### src/rtl/mem_access_unit.sv
// mem_access_unit
//   Load/store sequencer between the EX/MEM stage and a 64-bit word-addressed
//   data memory. Byte-addressed requests of 1/2/4/8 bytes; sub-word stores are
//   done as read-modify-write. Misaligned or out-of-range requests complete
//   with fault and never touch memory.
// Ports
//   clk, reset          : clock, asynchronous active-high reset
//   req, op, size,      : request (sampled in IDLE only), 0=load/1=store,
//   sign_ext, addr,     : 00 byte .. 11 double, load extension mode,
//   wdata               : byte address, right-justified store data
//   busy, done, fault   : not-idle, completion pulse, fault flag (with done)
//   rdata               : last non-faulting load result
//   mem_address/data_in : word index and write word to memory
//   mem_read/mem_write  : memory strobes
//   mem_data_out        : combinational memory read data
module mem_access_unit #(
  parameter int n        = 64,
  parameter int log2Size = 10
) (
  input  logic         clk,
  input  logic         reset,
  input  logic         req,
  input  logic         op,
  input  logic [1:0]   size,
  input  logic         sign_ext,
  input  logic [n-1:0] addr,
  input  logic [n-1:0] wdata,
  output logic         busy,
  output logic         done,
  output logic         fault,
  output logic [n-1:0] rdata,
  output logic [n-1:0] mem_address,
  output logic [n-1:0] mem_data_in,
  output logic         mem_read,
  output logic         mem_write,
  input  logic [n-1:0] mem_data_out
);

  typedef enum logic [2:0] {
    S_IDLE,
    S_CHECK,
    S_READ,
    S_WRITE,
    S_DONE
  } state_t;

  state_t       state_q;
  logic         op_q;
  logic [1:0]   size_q;
  logic         sign_ext_q;
  logic [n-1:0] addr_q;
  logic [n-1:0] wdata_q;
  logic [n-1:0] word_q;
  logic [n-1:0] rdata_q;
  logic         fault_q;

  logic         fault_d;
  logic [n-1:0] rdata_d;
  logic [n-1:0] merge_d;
  logic [5:0]   lane_sh;
  logic [n-1:0] shifted;
  logic [n-1:0] lane_mask;

  // Requests reaching READ/WRITE are aligned, so 8*addr[2:0] is also the
  // correct lane offset for half and word accesses.
  assign lane_sh = {addr_q[2:0], 3'b000};

  always_comb begin
    fault_d = |addr_q[n-1:log2Size+3];
    case (size_q)
      2'b01:   fault_d = fault_d | addr_q[0];
      2'b10:   fault_d = fault_d | (|addr_q[1:0]);
      2'b11:   fault_d = fault_d | (|addr_q[2:0]);
      default: ;
    endcase
  end

  always_comb begin
    shifted = mem_data_out >> lane_sh;
    rdata_d = shifted;
    case (size_q)
      2'b00: rdata_d = sign_ext_q ? {{(n-8){shifted[7]}}, shifted[7:0]}
                                  : {{(n-8){1'b0}}, shifted[7:0]};
      2'b01: rdata_d = sign_ext_q ? {{(n-16){shifted[15]}}, shifted[15:0]}
                                  : {{(n-16){1'b0}}, shifted[15:0]};
      2'b10: rdata_d = sign_ext_q ? {{(n-32){shifted[31]}}, shifted[31:0]}
                                  : {{(n-32){1'b0}}, shifted[31:0]};
      default: rdata_d = shifted;
    endcase
  end

  always_comb begin
    case (size_q)
      2'b00:   lane_mask = {{(n-8){1'b0}}, 8'hFF} << lane_sh;
      2'b01:   lane_mask = {{(n-16){1'b0}}, 16'hFFFF} << lane_sh;
      2'b10:   lane_mask = {{(n-32){1'b0}}, 32'hFFFF_FFFF} << lane_sh;
      default: lane_mask = '1;
    endcase
    merge_d = (word_q & ~lane_mask) | ((wdata_q << lane_sh) & lane_mask);
  end

  always_ff @(posedge clk or posedge reset) begin
    if (reset) begin
      state_q    <= S_IDLE;
      op_q       <= 1'b0;
      size_q     <= '0;
      sign_ext_q <= 1'b0;
      addr_q     <= '0;
      wdata_q    <= '0;
      word_q     <= '0;
      rdata_q    <= '0;
      fault_q    <= 1'b0;
    end else begin
      case (state_q)
        S_IDLE: begin
          if (req) begin
            op_q       <= op;
            size_q     <= size;
            sign_ext_q <= sign_ext;
            addr_q     <= addr;
            wdata_q    <= wdata;
            state_q    <= S_CHECK;
          end
        end
        S_CHECK: begin
          fault_q <= fault_d;
          if (fault_d)                       state_q <= S_DONE;
          else if (!op_q || size_q != 2'b11) state_q <= S_READ;
          else                               state_q <= S_WRITE;
        end
        S_READ: begin
          word_q <= mem_data_out;
          if (!op_q) begin
            rdata_q <= rdata_d;
            state_q <= S_DONE;
          end else begin
            state_q <= S_WRITE;
          end
        end
        S_WRITE: state_q <= S_DONE;
        S_DONE:  state_q <= S_IDLE;
        default: state_q <= S_IDLE;
      endcase
    end
  end

  assign busy        = (state_q != S_IDLE);
  assign done        = (state_q == S_DONE);
  assign fault       = (state_q == S_DONE) & fault_q;
  assign mem_read    = (state_q == S_READ);
  assign mem_write   = (state_q == S_WRITE);
  assign rdata       = rdata_q;
  assign mem_address = {3'b000, addr_q[n-1:3]};
  assign mem_data_in = (state_q != S_WRITE) ? '0
                     : (size_q == 2'b11)    ? wdata_q
                     : merge_d;

endmodule

### config.mk
export PLATFORM = sky130hd
export DESIGN_NAME = mem_access_unit
export DESIGN_NICKNAME = d
export VERILOG_FILES = /design/src/rtl/mem_access_unit.sv
export SDC_FILE = /design/constraint.sdc
export NUM_CORES = 1
export LEC_CHECK = 0
export BUFFER_PORTS_ARGS = -buffer_cell sky130_fd_sc_hd__buf_2
export CORE_AREA = 2 2 199 201
export DETAILED_ROUTE_END_ITERATION = 8
export DIE_AREA = 0 0 201 203
export GPL_TIMING_DRIVEN = 0
export PLACE_DENSITY_LB_ADDON = 0.25
export SLEW_MARGIN = 20
export SYNTH_ARGS = -nofsm -noshare
export SYNTH_HDL_FRONTEND = slang
export SYNTH_SLANG_ARGS = --single-unit
### constraint.sdc
create_clock -name clk -period 15.5 [get_ports clk]
set_input_delay 1.55 -clock clk [delete_from_list [all_inputs] [get_ports clk]]
set_output_delay 1.55 -clock clk [all_outputs]
set_load 0.05 [all_outputs]
==> impl_metrics.json, run 1 <==
{
  "cts_setup_buffers": 0,
  "die_h_um": 203,
  "skew_ps": 12.0,
  "core_um2": 38500,
  "clk_path_buf_depth": 3,
  "synth_cells": 1453,
  "layout_min_cycle_time_ps": 5130,
  "start_kind": "register",
  "multi_input_area_um2": 7630,
  "setup_violations": 0,
  "postLayoutCellArea_um2": 19100,
  "clkLatencyLatePin_ps": 600,
  "yosysWarnings": 0,
  "grt_pass1_wl_um": 93000,
  "grt_max_degree": 85,
  "cap_violations": 0,
  "hold_violations": 0,
  "slew_headroom_pct": 33.4,
  "rows": 72,
  "synth_top_area_share_pct": 43.1,
  "synth_area_um2": 15300,
  "drtIter0Drc": 1390,
  "dpl_cell_area_um2": 18000,
  "ys_ff_latch": 264,
  "crit_fanout": 9,
  "finalMaxSlewViolations": 0,
  "grt_pass1_vias": 14002,
  "grt_antenna_before_repair": 3,
  "synth_top_cell_by_area": "dfrtp_1",
  "vdd_drop_max_uv": 96.5,
  "clock_sinks": 264,
  "drt-wirelength-per-cell_um": 26.4,
  "synthFlopType": "dfrtp_1",
  "place_congestion": 0.987,
  "root_buffer": "clkbuf_16",
  "fillers": 3639,
  "post_cts_resized": 0,
  "hold_class": "reg2reg",
  "ant_nets": 0,
  "grt_usage_pct": 30.7,
  "area.growth.synth_to_final_pct": 24.7,
  "crit_type": "reg2out",
  "drt_first_pass_iters": 6,
  "hpwlAfterDp_um": 50500,
  "die_w_um": 201,
  "nets": 2087,
  "drc": 0,
  "clkTransAtPathRegs_ps": 60,
  "io_buffers": 392,
  "synth_commonest_cells": "dfrtp_1, mux2_2, nor2_1, a21oi_1, mux2i_1",
  "p_leak_nw": 8.84,
  "max_freq_ghz": 0.195,
  "worstMarginPinSlew_ps": 998,
  "finish.utilization_pct": 49.7,
  "synthArstFlopShare_pct": 100,
  "yosysSeqAreaShare_pct": 43.1,
  "synth.area.top_cells": "dfrtp_1, mux2_2, mux2i_1",
  "worstPathRequired_ps": 13950,
  "via_per_inst": 5.83,
  "final_layout_size_suffix_gt1_share_pct": 43.3,
  "period_share_pct": 33.1,
  "seq_area_um2": 6610,
  "h-tree-depth": 1,
  "fin_tns_setup_ps": 0,
  "overflow": 0,
  "arrival_ps": 3580,
  "cts_tree": "yes",
  "rsz0062_at_grt": "no",
  "yosysUniqueCellTypes": 60,
  "yosysMostFrequentCell": "dfrtp_1",
  "hold_buffers": 0,
  "cp-end-kind": "output port",
  "power_density_nw_per_um2": 150,
  "io_pins": 396,
  "start_util_pct": 39.8,
  "synth-edff-count": 0,
  "routed_wl_um": 64200,
  "syn_area_per_cell_um2": 10.5,
  "cts_buffers": 31,
  "die-area_um2": 40800,
  "outcome": "finished, final reports clean",
  "vias": 14151
}
cells by family (layout without fill, tap and decap cells):
group                      Yosys count  in the layout  share of synthesized area (%)
AOI/OAI and AO/OA                  346            346                           15.2
adders and majority gates            5              5                          0.408
buffers and inverters              186            638                           7.14
DFF                                264            264                           43.1
muxes                              322            322                           24.3
other                                1              5                         0.0245
and+or+nand+nor                    329            329                           9.76
placed cells by master (no fill, tap or decap), drive strengths merged, types with 20 or more instances in the layout:
| master | Yosys | final |
|---|---|---|
| a211oi | 39 | 39 |
| a21oi | 128 | 128 |
| buf | 132 | 527 |
| clkbuf | 44 | 85 |
| dfrtp | 264 | 264 |
| mux2 | 194 | 194 |
| mux2i | 107 | 107 |
| mux4 | 21 | 21 |
| nand2 | 102 | 102 |
| nor2 | 119 | 119 |
| nor2b | 23 | 23 |
| nor3 | 20 | 20 |
| o21ai | 57 | 57 |
| o221ai | 28 | 28 |
power by group:
part           internal, mW  total (mW)  switching (mW)
Clock                 0.462       0.770           0.308
Combinational         0.424        1.17           0.745
Sequential            0.785       0.921           0.137
metrics by stage:
stage / instances / hold slack, ps / power [mW] / setup slack, ps
finish: 2427 / 481 / 2.86 / 10370
global route: 2427 / 506 / 2.97 / 10260
CTS: 2425 / 483 / 2.84 / 10450
detailed placement: 2368 / 467 / 2.07 / 11100
global placement: 2365 / 463 / 2.06 / 3730
floorplan: 1455 / 473 / 1.69 / 6680
sequential cells by signal, indices dropped and copies added (netlist names):
name        flops
addr_q         64
fault_q         1
op_q            1
rdata          64
sign_ext_q      1
size_q          2
state_q         3
wdata_q        64
word_q         64
critical path, stage by stage, from the launching register on:
cell,delay [ps]
dfrtp_1,420
inv_1,120
ha_1,150
clkbuf_1,360
nor2_1,150
a2bb2oi_1,180
a21oi_1,810
a221oi_1,170
nor2_1,300
buf_2,330
layout make-up:
cell class              instances  area share [%]
diodes                          2          0.0262
plain buffers                 176            5.53
clock buffers                  41            4.57
clock inverters                16            1.07
inverters                      10           0.236
multi-input cells            1005            39.9
flip-flops and latches        264            34.6
well taps                     518            3.39
repair buffers                395            10.7
final timing paths:
check / endpoint / start / slack [ps] / cells past startpoint
worst max-delay path: mem_data_in[18] / size_q[0] / 10370 / 9
worst min-delay path: rdata[7] / rdata[7] / 480 / 2
worst max register to register: rdata[3] / addr_q[1] / 12860 / 8
worst min register to register: rdata[7] / rdata[7] / 480 / 2
max in group asynchronous: wdata_q[18] / reset / 13390 / 4
min in group asynchronous: sign_ext_q / reset / 960 / 2
metal layers:
layer	GRT usage, %	share of wire, %
met3	9.26	11
met2	46.8	44
met5	0	0.016
met4	10.5	3.6
met1	41.5	41
Note: power is estimated with default switching activity, not from simulation.
==> run 2: changes to the inputs <==
- clock period: 15.5 -> 4.3 ns (I/O delays scaled with it)
==> run 2 against run 1 <==
Total power rose to 3.7 times the previous value. Die area unchanged. Sequential cell count stayed put.
==> impl_metrics.json, run 2 (synthesis gave the netlist of run 1 again) <==
{
  "hold_class": "in2reg",
  "max_freq_ghz": 0.251,
  "cts_buffers": 31,
  "setup_violations": 0,
  "overflow": 0,
  "vdd_drop_max_uv": 360,
  "skew_ps": 20.4,
  "rows": 72,
  "arrival_ps": 3560,
  "start_util_pct": 39.8,
  "die_w_um": 201,
  "clock_sinks": 264,
  "cp-end-kind": "output port",
  "finalMaxSlewViolations": 0,
  "grt_antenna_before_repair": 4,
  "power_density_nw_per_um2": 544,
  "slew_headroom_pct": 31.0,
  "layout_common_cells": "buf_2, dfrtp_1, mux2_2, nor2_1",
  "via_per_inst": 5.81,
  "fin_tns_setup_ps": 0,
  "grt_usage_pct": 30.8,
  "drtIter0Drc": 1473,
  "cts_tree": "yes",
  "final_layout_size_suffix_gt1_share_pct": 43.6,
  "crit_fanout": 9,
  "period_share_pct": 92.7,
  "clkTransAtPathRegs_ps": 60,
  "dpl_cell_area_um2": 18100,
  "grt_max_degree": 35,
  "grt_pass1_vias": 13883,
  "worstMarginPinSlew_ps": 1030,
  "drt-wirelength-per-cell_um": 26.4,
  "area.growth.synth_to_final_pct": 25.9,
  "layout.cells.most_common": "buf_2",
  "h-tree-depth": 1,
  "rsz0062_at_grt": "no",
  "root_buffer": "clkbuf_16",
  "place_congestion": 0.972,
  "crit_type": "reg2out",
  "ant_nets": 0,
  "die-area_um2": 40800,
  "grt_pass1_wl_um": 93000,
  "outcome": "finished, final reports clean",
  "p_leak_nw": 8.92,
  "start_kind": "register",
  "hold_violations": 0,
  "core_um2": 38500,
  "layout_min_cycle_time_ps": 3990,
  "drc": 0,
  "worstPathRequired_ps": 3870,
  "io_buffers": 392,
  "hpwlAfterDp_um": 50700,
  "clkLatencyLatePin_ps": 590,
  "vias": 14137,
  "total_power_mw": 10.5,
  "drt_first_pass_iters": 8,
  "cts_setup_buffers": 0,
  "cap_violations": 0,
  "routed_wl_um": 64300,
  "clk_path_buf_depth": 3,
  "postLayoutCellArea_um2": 19300,
  "io_pins": 396,
  "nets": 2094,
  "die_h_um": 203
}
[run 2: critical path: stages (launching register included)]
cell	delay, ps
dfrtp_1	410
inv_1	110
ha_1	150
clkbuf_1	340
nor2_1	140
a2bb2oi_1	180
a21oi_1	830
a221oi_1	180
nor2_1	300
buf_2	330
[run 2: metal layers]
layer	up-vias	share of wire (%)	track usage (%)
li1	6140	-	-
met1	7011	41	41.0
met2	835	44	47.1
met3	143	11	9.57
met4	8	3.7	11.6
met5	-	0.076	0
[run 2: metrics by stage]
stage | setup slack, ps | cells | hold slack, ps | util [%]
floorplan | 386 | 1455 | 473 | -
global placement | -1210 | 2365 | 462 | 46.7
detailed placement | 1020 | 2374 | 361 | 47.1
CTS | 393 | 2433 | 40.4 | 50.2
global route | 126 | 2433 | 65.3 | 50.2
finish | 315 | 2435 | 61.1 | 50.2
[run 2: power breakdown]
group	total, mW	internal (mW)	switching, mW	leakage, nW
Sequential	3.31	2.83	0.486	3.24
Clock	2.96	1.83	1.13	0.561
Combinational	4.22	1.54	2.68	5.12
Total	10.5	6.20	4.30	8.92
[run 2: area by class of cell]
cell class                 count  area (um^2)
antenna                        2         5.00
multi-input combinational   1005         7630
clock inverter                19          290
clock buffer                  39          856
timing repair buffer         402         2160
fill                        3720        19200
tap                          518          648
sequential                   264         6610
buffer                       176         1060
inverter                      10         41.3
[run 2: worst paths after layout]
kind / start / to / slack, ps / cells past startpoint
max in group asynchronous: reset / wdata_q[17] / 3050 / 6
min in group asynchronous: reset / addr_q[30] / 320 / 3
setup / recovery: size_q[0] / mem_data_in[18] / 310 / 9
hold / removal: addr[2] / addr_q[2] / 60 / 3
setup reg to reg: addr_q[2] / rdata[26] / 1630 / 8
hold reg to reg: rdata[7] / rdata[7] / 490 / 2
[run 2: timing repair]
| action | 4_1_cts | 5_1_grt |
|---|---|---|
| setup endpoints to repair | 0 | 0 |
| gates resized for setup | 0 | 0 |
| endpoints found under the hold margin | 34 | 0 |
| hold buffers | 1 | 0 |
==> run 3: changes to the inputs <==
- CTS_BUF_LIST: not set -> sky130_fd_sc_hd__clkbuf_8
- CTS_CLUSTER_DIAMETER: not set -> 50
==> run 3 against run 2 <==
Design area increased by 3.6%. Fmax down 2.6%. Non-clock buffer count grew 69. Clock-buffer cell count up 25. Die area stayed put. Core utilization is 1.8 points higher. Hold slack got worse by 23 ps. Global-route usage up 0.67 points. Critical path depth unchanged. Critical path type unchanged.
==> impl_metrics.json, run 3 (synthesis gave the netlist of run 1 again) <==
{
  "outcome": "finished, final reports clean",
  "arrival_ps": 3660,
  "fin_tns_setup_ps": 0,
  "comb_power_share_pct": 41.3,
  "crit_path_end": "mem_data_in[23]",
  "cts_tree": "yes",
  "start_kind": "register",
  "skew_ps": 50.2,
  "ff2ff_path_depth": 8,
  "io_pins": 396,
  "die_h_um": 203,
  "vias": 14443,
  "rsz0062_at_grt": "no",
  "setup_violations": 0,
  "via_per_inst": 5.68,
  "switching_power_mw": 4.34,
  "h-tree-depth": 2,
  "worstPathRequired_ps": 3870,
  "drtIter0Drc": 1332,
  "grt_pass1_wl_um": 94800,
  "grt_pass1_vias": 14439,
  "root_buffer": "clkbuf_8",
  "hold_buffers": 69,
  "place_congestion": 0.972,
  "clock_sinks": 264,
  "setup_slack_ps": 208,
  "period_share_pct": 95.2,
  "r2r_end": "rdata[27]",
  "hold_class": "in2reg",
  "die_w_um": 201,
  "layout.cells.most_common": "buf_2",
  "drc": 0,
  "rows": 72,
  "finalMaxSlewViolations": 0,
  "worstMarginPinSlew_ps": 1120,
  "clkLatencyLatePin_ps": 650,
  "clk_path_buf_depth": 3,
  "startpoint": "size_q[0]",
  "start_util_pct": 39.8,
  "nets": 2183,
  "cap_violations": 0,
  "fin_cells": 2541,
  "overflow": 0,
  "p_seq_share_pct": 32.0,
  "clkTransAtPathRegs_ps": 60,
  "p_leak_nw": 9.27,
  "area.growth.synth_to_final_pct": 30.5,
  "switching_share_pct": 41.9,
  "dp_cells": 2374,
  "finish.utilization_pct": 52.0,
  "hold_violations": 0,
  "ant_nets": 0,
  "routed_wl_um": 65300,
  "layout_common_cells": "buf_2, dfrtp_1, mux2_2, nor2_1",
  "cts_buffers": 51,
  "power_density_nw_per_um2": 518,
  "final_layout_size_suffix_gt1_share_pct": 42.7,
  "die-area_um2": 40800,
  "grt_usage_pct": 31.5,
  "post_cts_resized": 0,
  "multi_input_area_um2": 7630,
  "grt_max_degree": 35,
  "crit_type": "reg2out",
  "seq_area_um2": 6610,
  "slew_headroom_pct": 25.6,
  "grt_antenna_before_repair": 6,
  "fillers": 3645,
  "reg2reg_from": "addr_q[2]",
  "core_um2": 38500,
  "io_buffers": 392,
  "crit_fanout": 9,
  "drt_first_pass_iters": 6,
  "total_power_mw": 10.4,
  "vdd_drop_max_uv": 349,
  "cts_setup_buffers": 0,
  "power_frac_clock_pct": 26.7,
  "post-place-ws_ps": 1020,
  "layout_min_cycle_time_ps": 4090,
  "hpwlAfterDp_um": 50700,
  "drt-wirelength-per-cell_um": 25.7,
  "regToRegSetupSlack_ps": 1620,
  "cp-end-kind": "output port",
  "p_int_mw": 6.01,
  "max_freq_ghz": 0.244
}
## run 3: cell count changes in the layout (fill, tap and decap cells not counted), sizes merged, moves of 3 or more
cell,before,now
dlygate4sd3,1,70
clkinv,10,13
bufinv,7,4
clkbuf,83,108
inv,9,19
## run 3: metal layers
| layer | part of all wire (%) | up-vias | global-route usage [%] |
|---|---|---|---|
| met4 | 3.9 | 6 | 12.4 |
| met3 | 12 | 144 | 11.2 |
| met2 | 45 | 909 | 48.0 |
| met1 | 40 | 7065 | 40.9 |
| li1 | - | 6319 | - |
| met5 | 0.055 | - | 0 |
## run 3: layout make-up
type,count,area share (%)
Tap cell,518,3.24
Clock inverter,30,1.35
Inverter,10,0.206
Multi-Input combinational cell,1005,38.2
Timing Repair Buffer,471,14.3
Clock buffer,64,4.41
Buffer,176,5.29
Sequential cell,264,33.0
Antenna cell,3,0.0375
## run 3: how the worst min path moves through the flow
stage | to | slack [ps] | from | cells past startpoint
after floorplan | sign_ext_q | 470 | sign_ext_q | 1
after global placement | rdata[7] | 460 | rdata[7] | 2
after detailed placement | addr_q[34] | 360 | reset | 2
after CTS | wdata_q[11] | 1 | wdata[11] | 2
after global routing | addr_q[7] | 6 | addr[7] | 2
final | wdata_q[2] | 40 | wdata[2] | 2
## run 3: power groups by stage
stage                     clock [mW]  sequential, mW  combinational [mW]
final                           2.76            3.32                4.28
after global routing            2.95            3.35                4.48
after CTS                       2.83            3.29                4.18
after detailed placement           0            3.33                4.11
after global placement             0            3.33                4.06
after floorplan                    0            3.17                2.94
## run 3: worst max-delay path, stage by stage (launching register included)
cell       delay [ps]
dfrtp_1           410
inv_1             110
ha_1              150
clkbuf_1          330
nor2_1            140
a2bb2oi_1         180
a21oi_1           890
a221oi_1          250
nor2_1            250
buf_2             300
## run 3: through the flow
| stage | cell area (um^2) | hold WS [ps] |
|---|---|---|
| after floorplan | 15300 | 473 |
| after global placement | 17900 | 462 |
| after detailed placement | 18100 | 361 |
| after CTS | 20000 | 1.13 |
| after global routing | 20000 | 5.86 |
| final | 20000 | 38.0 |
